### config.mk
export PLATFORM = sky130hd
export DESIGN_NAME = reg_dump_uart_tx_flat
export DESIGN_NICKNAME = d
export VERILOG_FILES = /design/src/rtl/reg_dump_uart_tx_if.sv /design/src/rtl/reg_dump_uart_tx.sv /design/src/flat_wrapper.sv
export SDC_FILE = /design/constraint.sdc
export NUM_CORES = 1
export LEC_CHECK = 0
export ABC_AREA = 1
export BUFFER_PORTS_ARGS = -buffer_cell sky130_fd_sc_hd__buf_4
export CORE_MARGIN = 4
export CORE_UTILIZATION = 42
export CTS_BUF_LIST = sky130_fd_sc_hd__clkbuf_8
export DETAILED_ROUTE_END_ITERATION = 12
export PLACE_DENSITY = 0.6
export SETUP_SLACK_MARGIN = 0.5
export SLEW_MARGIN = 25
export SYNTH_ARGS = -nofsm -noshare
export SYNTH_HDL_FRONTEND = slang
export SYNTH_SLANG_ARGS = --single-unit
export TNS_END_PERCENT = 1
### constraint.sdc
create_clock -name clk -period 3.62 [get_ports clk]
set_input_delay 0.724 -clock clk [delete_from_list [all_inputs] [get_ports clk]]
set_output_delay 0.724 -clock clk [all_outputs]
set_load 0.05 [all_outputs]
### src/rtl/reg_dump_uart_tx_if.sv
`default_nettype none
// ---------------------------------------------------------------------------
// reg_dump_uart_tx_if : request/observation bus plus UART status for the dump TX
// Revision: 1.0
// ---------------------------------------------------------------------------
interface reg_dump_uart_tx_if;
  logic               dump_req;
  logic [15:0][31:0]  leds_registers;
  logic [31:0]        PC_led;
  logic               tx;
  logic               busy;
  logic               done;

  modport master (
    output dump_req,
    output leds_registers,
    output PC_led,
    input  tx,
    input  busy,
    input  done
  );

  modport slave (
    input  dump_req,
    input  leds_registers,
    input  PC_led,
    output tx,
    output busy,
    output done
  );
endinterface
`default_nettype wire

### src/rtl/reg_dump_uart_tx.sv
`default_nettype none
// ---------------------------------------------------------------------------
// reg_dump_uart_tx : snapshots PC + 16 registers, sends a 70-byte 8N1 frame
// Revision: 1.0
// ---------------------------------------------------------------------------
module reg_dump_uart_tx #(
  parameter int CLK_HZ       = 50_000_000,
  parameter int BAUD         = 115_200,
  parameter int CLKS_PER_BIT = CLK_HZ / BAUD
) (
  input  logic              clk,
  input  logic              reset,
  reg_dump_uart_tx_if.slave bus
);

  localparam int              CNT_W       = (CLKS_PER_BIT > 1) ? $clog2(CLKS_PER_BIT) : 1;
  localparam logic [CNT_W-1:0] c_baud_last = CNT_W'(CLKS_PER_BIT - 1);
  localparam logic [6:0]      c_last_byte = 7'd69;
  localparam logic [6:0]      c_first_reg = 7'd5;
  localparam logic [7:0]      c_header    = 8'hA5;

  if (CLKS_PER_BIT < 2) begin : g_bad_clks_per_bit
    $error("CLKS_PER_BIT must be at least 2");
  end

  typedef enum logic [1:0] {
    ST_IDLE  = 2'd0,
    ST_START = 2'd1,
    ST_DATA  = 2'd2,
    ST_STOP  = 2'd3
  } state_t;

  state_t            r_state,     w_state_nxt;
  logic [CNT_W-1:0]  r_baud,      w_baud_nxt;
  logic [2:0]        r_bit_idx,   w_bit_idx_nxt;
  logic [6:0]        r_byte_idx,  w_byte_idx_nxt;
  logic [7:0]        r_shift,     w_shift_nxt;
  logic [7:0]        r_csum,      w_csum_nxt;
  logic [31:0]       r_snap_pc,   w_snap_pc_nxt;
  logic [15:0][31:0] r_snap_regs, w_snap_regs_nxt;
  logic              r_tx,        w_tx_nxt;
  logic              r_busy,      w_busy_nxt;
  logic              r_done,      w_done_nxt;

  logic [6:0]        w_next_idx;
  logic [5:0]        w_reg_off;
  logic [1:0]        w_pc_sel;
  logic [7:0]        w_next_byte;
  logic              w_next_is_payload;
  logic              w_bit_end;

  function automatic logic [7:0] word_byte(input logic [31:0] word, input logic [1:0] sel);
    case (sel)
      2'd0:    return word[31:24];
      2'd1:    return word[23:16];
      2'd2:    return word[15:8];
      default: return word[7:0];
    endcase
  endfunction

  // Byte that follows the one currently on the wire, taken from the frozen snapshot
  assign w_next_idx        = r_byte_idx + 7'd1;
  assign w_reg_off         = 6'(w_next_idx - c_first_reg);
  assign w_pc_sel          = 2'(w_next_idx - 7'd1);
  assign w_next_is_payload = (w_next_idx != c_last_byte);
  assign w_bit_end         = (r_baud == c_baud_last);

  always_comb begin
    w_next_byte = word_byte(r_snap_pc, w_pc_sel);
    if (w_next_idx == c_last_byte) begin
      w_next_byte = r_csum;
    end else if (w_next_idx >= c_first_reg) begin
      w_next_byte = word_byte(r_snap_regs[w_reg_off[5:2]], w_reg_off[1:0]);
    end
  end

  always_comb begin
    w_state_nxt     = r_state;
    w_baud_nxt      = r_baud;
    w_bit_idx_nxt   = r_bit_idx;
    w_byte_idx_nxt  = r_byte_idx;
    w_shift_nxt     = r_shift;
    w_csum_nxt      = r_csum;
    w_snap_pc_nxt   = r_snap_pc;
    w_snap_regs_nxt = r_snap_regs;
    w_tx_nxt        = r_tx;
    w_busy_nxt      = r_busy;
    w_done_nxt      = 1'b0;

    case (r_state)
      ST_IDLE: begin
        w_tx_nxt = 1'b1;
        // A request coinciding with the done pulse is dropped, not queued
        if (bus.dump_req && !r_busy && !r_done) begin
          w_snap_pc_nxt   = bus.PC_led;
          w_snap_regs_nxt = bus.leds_registers;
          w_byte_idx_nxt  = 7'd0;
          w_csum_nxt      = 8'h00;
          w_shift_nxt     = c_header;
          w_baud_nxt      = '0;
          w_bit_idx_nxt   = 3'd0;
          w_busy_nxt      = 1'b1;
          w_tx_nxt        = 1'b0;
          w_state_nxt     = ST_START;
        end
      end

      ST_START: begin
        if (w_bit_end) begin
          w_baud_nxt    = '0;
          w_bit_idx_nxt = 3'd0;
          w_tx_nxt      = r_shift[0];
          w_shift_nxt   = {1'b0, r_shift[7:1]};
          w_state_nxt   = ST_DATA;
        end else begin
          w_baud_nxt = r_baud + 1'b1;
        end
      end

      ST_DATA: begin
        if (w_bit_end) begin
          w_baud_nxt = '0;
          if (r_bit_idx == 3'd7) begin
            w_tx_nxt    = 1'b1;
            w_state_nxt = ST_STOP;
          end else begin
            w_bit_idx_nxt = r_bit_idx + 3'd1;
            w_tx_nxt      = r_shift[0];
            w_shift_nxt   = {1'b0, r_shift[7:1]};
          end
        end else begin
          w_baud_nxt = r_baud + 1'b1;
        end
      end

      ST_STOP: begin
        if (w_bit_end) begin
          w_baud_nxt = '0;
          if (r_byte_idx < c_last_byte) begin
            w_byte_idx_nxt = w_next_idx;
            w_shift_nxt    = w_next_byte;
            if (w_next_is_payload) begin
              w_csum_nxt = r_csum ^ w_next_byte;
            end
            w_tx_nxt    = 1'b0;
            w_state_nxt = ST_START;
          end else begin
            w_tx_nxt    = 1'b1;
            w_busy_nxt  = 1'b0;
            w_done_nxt  = 1'b1;
            w_state_nxt = ST_IDLE;
          end
        end else begin
          w_baud_nxt = r_baud + 1'b1;
        end
      end

      default: begin
        w_tx_nxt    = 1'b1;
        w_busy_nxt  = 1'b0;
        w_state_nxt = ST_IDLE;
      end
    endcase
  end

  always_ff @(posedge clk or negedge reset) begin
    if (!reset) begin
      r_state     <= ST_IDLE;
      r_baud      <= '0;
      r_bit_idx   <= 3'd0;
      r_byte_idx  <= 7'd0;
      r_shift     <= 8'h00;
      r_csum      <= 8'h00;
      r_snap_pc   <= 32'h0;
      r_snap_regs <= '0;
      r_tx        <= 1'b1;
      r_busy      <= 1'b0;
      r_done      <= 1'b0;
    end else begin
      r_state     <= w_state_nxt;
      r_baud      <= w_baud_nxt;
      r_bit_idx   <= w_bit_idx_nxt;
      r_byte_idx  <= w_byte_idx_nxt;
      r_shift     <= w_shift_nxt;
      r_csum      <= w_csum_nxt;
      r_snap_pc   <= w_snap_pc_nxt;
      r_snap_regs <= w_snap_regs_nxt;
      r_tx        <= w_tx_nxt;
      r_busy      <= w_busy_nxt;
      r_done      <= w_done_nxt;
    end
  end

  assign bus.tx   = r_tx;
  assign bus.busy = r_busy;
  assign bus.done = r_done;

endmodule
`default_nettype wire

### src/flat_wrapper.sv
// flat-port wrapper written by rule: the top's interface ports become plain ports
module reg_dump_uart_tx_flat 
#(
  parameter int CLK_HZ       = 50_000_000,
  parameter int BAUD         = 115_200,
  parameter int CLKS_PER_BIT = CLK_HZ / BAUD
)
  (clk, reset, bus_dump_req, bus_leds_registers, bus_PC_led, bus_tx, bus_busy, bus_done);
  reg_dump_uart_tx_if bus_i ();
  input  logic clk;
  input  logic reset;
  input wire logic [$bits(bus_i.dump_req)-1:0] bus_dump_req;
  input wire logic [$bits(bus_i.leds_registers)-1:0] bus_leds_registers;
  input wire logic [$bits(bus_i.PC_led)-1:0] bus_PC_led;
  output wire logic [$bits(bus_i.tx)-1:0] bus_tx;
  output wire logic [$bits(bus_i.busy)-1:0] bus_busy;
  output wire logic [$bits(bus_i.done)-1:0] bus_done;
  assign bus_i.dump_req = bus_dump_req;
  assign bus_i.leds_registers = bus_leds_registers;
  assign bus_i.PC_led = bus_PC_led;
  assign bus_tx = bus_i.tx;
  assign bus_busy = bus_i.busy;
  assign bus_done = bus_i.done;
  reg_dump_uart_tx #(.CLK_HZ(CLK_HZ), .BAUD(BAUD), .CLKS_PER_BIT(CLKS_PER_BIT)) u_core (.clk(clk), .reset(reset), .bus(bus_i));
endmodule
==> results.json <==
{
  "final_nets": 4279,
  "cts-root-buf": "clkbuf_8",
  "core_area_sq_mm": 0.06704,
  "synth_top_family_by_area": "simple AND/OR/NAND/NOR gates",
  "dpl-instance-area_sq_mm": 0.03327,
  "synth_ff_type": "dfrtp_1",
  "dieArea_sq_mm": 0.07182,
  "vias": 24087,
  "synth_edf_count": 0,
  "synthSimpleGateAreaFrac_pct": 19.38,
  "min_period_ps": 2973,
  "cp_top_family": "simple AND/OR/NAND/NOR gates",
  "ys_ff_latch": 584,
  "drc_errors": 0,
  "grt_max_degree": 148,
  "synth_cell_types": 38,
  "fp.dieH_um": 268.0,
  "fmax_mhz": 336.3,
  "drt_iter0_drc": 2078,
  "start_util_pct": 42.35,
  "hold_class": "primary input to flip-flop",
  "place.gp.congestion": 0.9204,
  "numCtsBuffers": 100,
  "seqCellArea_sq_mm": 0.01462,
  "slowest_stage": "dfrtp_2",
  "holdWs_ps": 239.3,
  "slew_headroom_pct": 39.84,
  "final_util_pct": 53.47,
  "cts_sinks": 584,
  "yosysSeqAreaShare_pct": 51.48,
  "grt_setup_unrepaired": "yes",
  "wl_um": 100000,
  "clockBufferDepth": 3,
  "crit_required_ps": 4210,
  "dpl.cell_count": 4472,
  "grt_pass1_vias": 23648,
  "port_buffers": 549,
  "track_usage_pct": 26.74,
  "crit_chain": "inv_1 > ha_1 > inv_1 > nand2_1 > nand3_4 > inv_4 > nand2_8 > nand2_8 > buf_16 > nand2_1 > nand3_1 > nand2_1 > nand2_1 > nand3_1 > nand2_1 > o21ai_1 > nand2_1 > nand3_1 > nand2_1 > inv_1 > nor2_1",
  "slew_viol_final": 0,
  "ir_worst_vdd_mv": 0.2578,
  "status": "finished, final reports clean",
  "yosys_warnings": 0,
  "ios": 550,
  "cts_tree": "done",
  "synth_top_area_share_pct": 51.39,
  "p_leak_nw": 19.40,
  "multi_input_area_sq_mm": 0.01219,
  "stdcell_count": 4677,
  "die_w_um": 268.0,
  "grt_pass1_wl_um": 144200,
  "cp-end-kind": "flip-flop",
  "setup_violations": 0,
  "finalCritPeriodShare_pct": 82.13,
  "design_area_sq_mm": 0.03585,
  "worstPathArrival_ps": 3560,
  "worst_pin_slew_ps": 893.0,
  "fin_tns_setup_ps": 0,
  "areaGrowthSynthToFinish_pct": 26.26,
  "critical_path.max_stage_delay_ps": 430,
  "worstPathMaxFanout": 30,
  "via_per_inst": 5.150,
  "synthesis.nets": 3765,
  "drt_first_pass_iters": 7,
  "skew_ps": 26.20,
  "synthArstFlopShare_pct": 100.0,
  "startpoint_type": "flip-flop",
  "setup_slack_ps": 646.8,
  "row_count": 95,
  "path_class": "flip-flop to flip-flop",
  "cellPowerDensity_mw_per_mm2": 375.7,
  "final_layout_size_suffix_gt1_share_pct": 30.15,
  "syn_inst": 3205,
  "grt_antenna_before_repair": 8,
  "synth_xor_area_share_pct": 0.09255,
  "synth.area.top_cells": "dfrtp_1, mux2_2, nand2_1, nor2_1, a21oi_1",
  "dp_slack_ps": 244.2,
  "synthMuxAreaShare_pct": 14.23,
  "path_buf_inv": 5,
  "cts.clk_slew.worst_paths_ps": 60,
  "postRouteAntennaNets": 0,
  "synth_fa_ha_area_share_pct": 0.5729,
  "dp_hpwl_um": 73320,
  "crit_top_cell": "nand2_1",
  "power_mw": 13.47,
  "fillCellCount": 6458,
  "wl_per_cell_um": 21.39,
  "synth_compound_area_share_pct": 7.911,
  "htree_num_levels": 3,
  "gr-total-overflow": 0,
  "syn_area_per_cell_sq_um": 8.858,
  "cap_viol_max_count": 0,
  "syn_area_sq_mm": 0.02839,
  "yosysTopAreaCell": "dfrtp_1",
  "finalHoldViolCount": 0,
  "clk_latency_ps": 710
}
==> flip-flops by register name, summed over array words and instances (netlist names), 2 cells and up <==
name                flops
u_core.r_shift          8
u_core.r_snap_pc       32
u_core.r_byte_idx       7
u_core.r_state          2
u_core.r_csum           8
u_core.r_baud           9
u_core.r_snap_regs    512
u_core.r_bit_idx        3
==> final timing paths <==
path | startpoint | end | slack (ps) | cells past startpoint
hold reg to reg | u_core.r_bit_idx[1] | u_core.r_bit_idx[1] | 490 | 2
hold / removal | bus_leds_registers[492] | u_core.r_snap_regs[492] | 240 | 2
setup / recovery | u_core.r_byte_idx[0] | u_core.r_csum[7] | 650 | 21
max in group asynchronous | reset | u_core.r_snap_regs[353] | 1880 | 3
setup reg to reg | u_core.r_byte_idx[0] | u_core.r_csum[7] | 650 | 21
min in group asynchronous | reset | u_core.r_snap_regs[50] | 540 | 2
==> power by group <==
part           total, mW  switching [mW]  internal (mW)
clock               6.26            2.79           3.46
sequential          6.53               0           6.53
combinational      0.681           0.294          0.387
total               13.5            3.09           10.4
==> layer usage <==
metal  vias to the layer above  track usage, %  wire length [um]
li1                      11468               -                 -
met1                     11666           35.71             41820
met2                       819           44.89             48750
met3                       132           4.926              6690
met4                         2           7.740              2765
met5                         -               0                13
==> placed cells by master (no fill, tap or decap), drive strengths merged, types with 2 or more instances in the layout <==
cell type and instances:
dfrtp 583, mux2 358, diode 6, nand2 675, o21ai 106, a21oi 312
nor4 4, o21bai 4, a31oi 3, nand4 9, bufinv 3, clkinv 10
nor3b 2, ha 13, nand3 222, nor3 7, xor2 3, buf 600
clkbuf 132, o221ai 8, inv 287, nor2 447
==> worst register-to-register path, stage by stage (launching register included) <==
cell and delay, ps:
dfrtp_2 430, inv_1 80, ha_1 290, inv_1 70
nand2_1 90, nand3_4 150, inv_4 80, nand2_8 120
nand2_8 110, buf_16 190, nand2_1 110, nand3_1 190
nand2_1 130, nand2_1 70, nand3_1 90, nand2_1 70
o21ai_1 230, nand2_1 140, nand3_1 90, nand2_1 60
inv_1 50, nor2_1 30
==> cell type report <==
cell class,count,share of cell area (%)
well taps,873,3.047
multi-input cells,2179,34.00
diodes,6,0.04188
repair buffers,603,13.51
inverters,251,2.653
clock buffers,131,5.030
flip-flops and latches,584,40.79
clock inverters,50,0.9354
==> cells in the mapped netlist (3+ instances only) <==
library cell / count
o21bai_1: 4
xor2_1: 3
nor2_1: 445
buf_1: 10
dfrtp_1: 583
nand4_1: 9
nand2_4: 3
buf_4: 12
nand2_2: 7
nand3_1: 221
nand2_1: 661
a31oi_1: 3
mux2_2: 358
clkbuf_1: 120
nor4_1: 3
inv_2: 5
o21ai_0: 100
o21ai_1: 6
inv_1: 244
nor3_1: 7
ha_1: 13
buf_2: 51
a21oi_1: 311
o221ai_1: 8
==> kinds of logic after synthesis <==
kind of cell,Yosys count
multiplexers,359
flip-flops,584
XOR/XNOR,3
AND/OR/NAND/NOR,1363
buffers and inverters,446
AO/OA/AOI/OAI,437
adder cells (fa/ha/maj),13
==> repair_timing <==
| action | in CTS | in global routing |
|---|---|---|
| pin swaps | 1 | 3 |
| gates resized for setup | 10 | 30 |
| endpoints found under the setup margin | 16 | 16 |
| setup buffers | 0 | 11 |
| cloned | 3 | 3 |
| endpoints found under the hold margin | 31 | 0 |
| hold buffers | 1 | 0 |
Note: power is estimated with default switching activity, not from simulation.
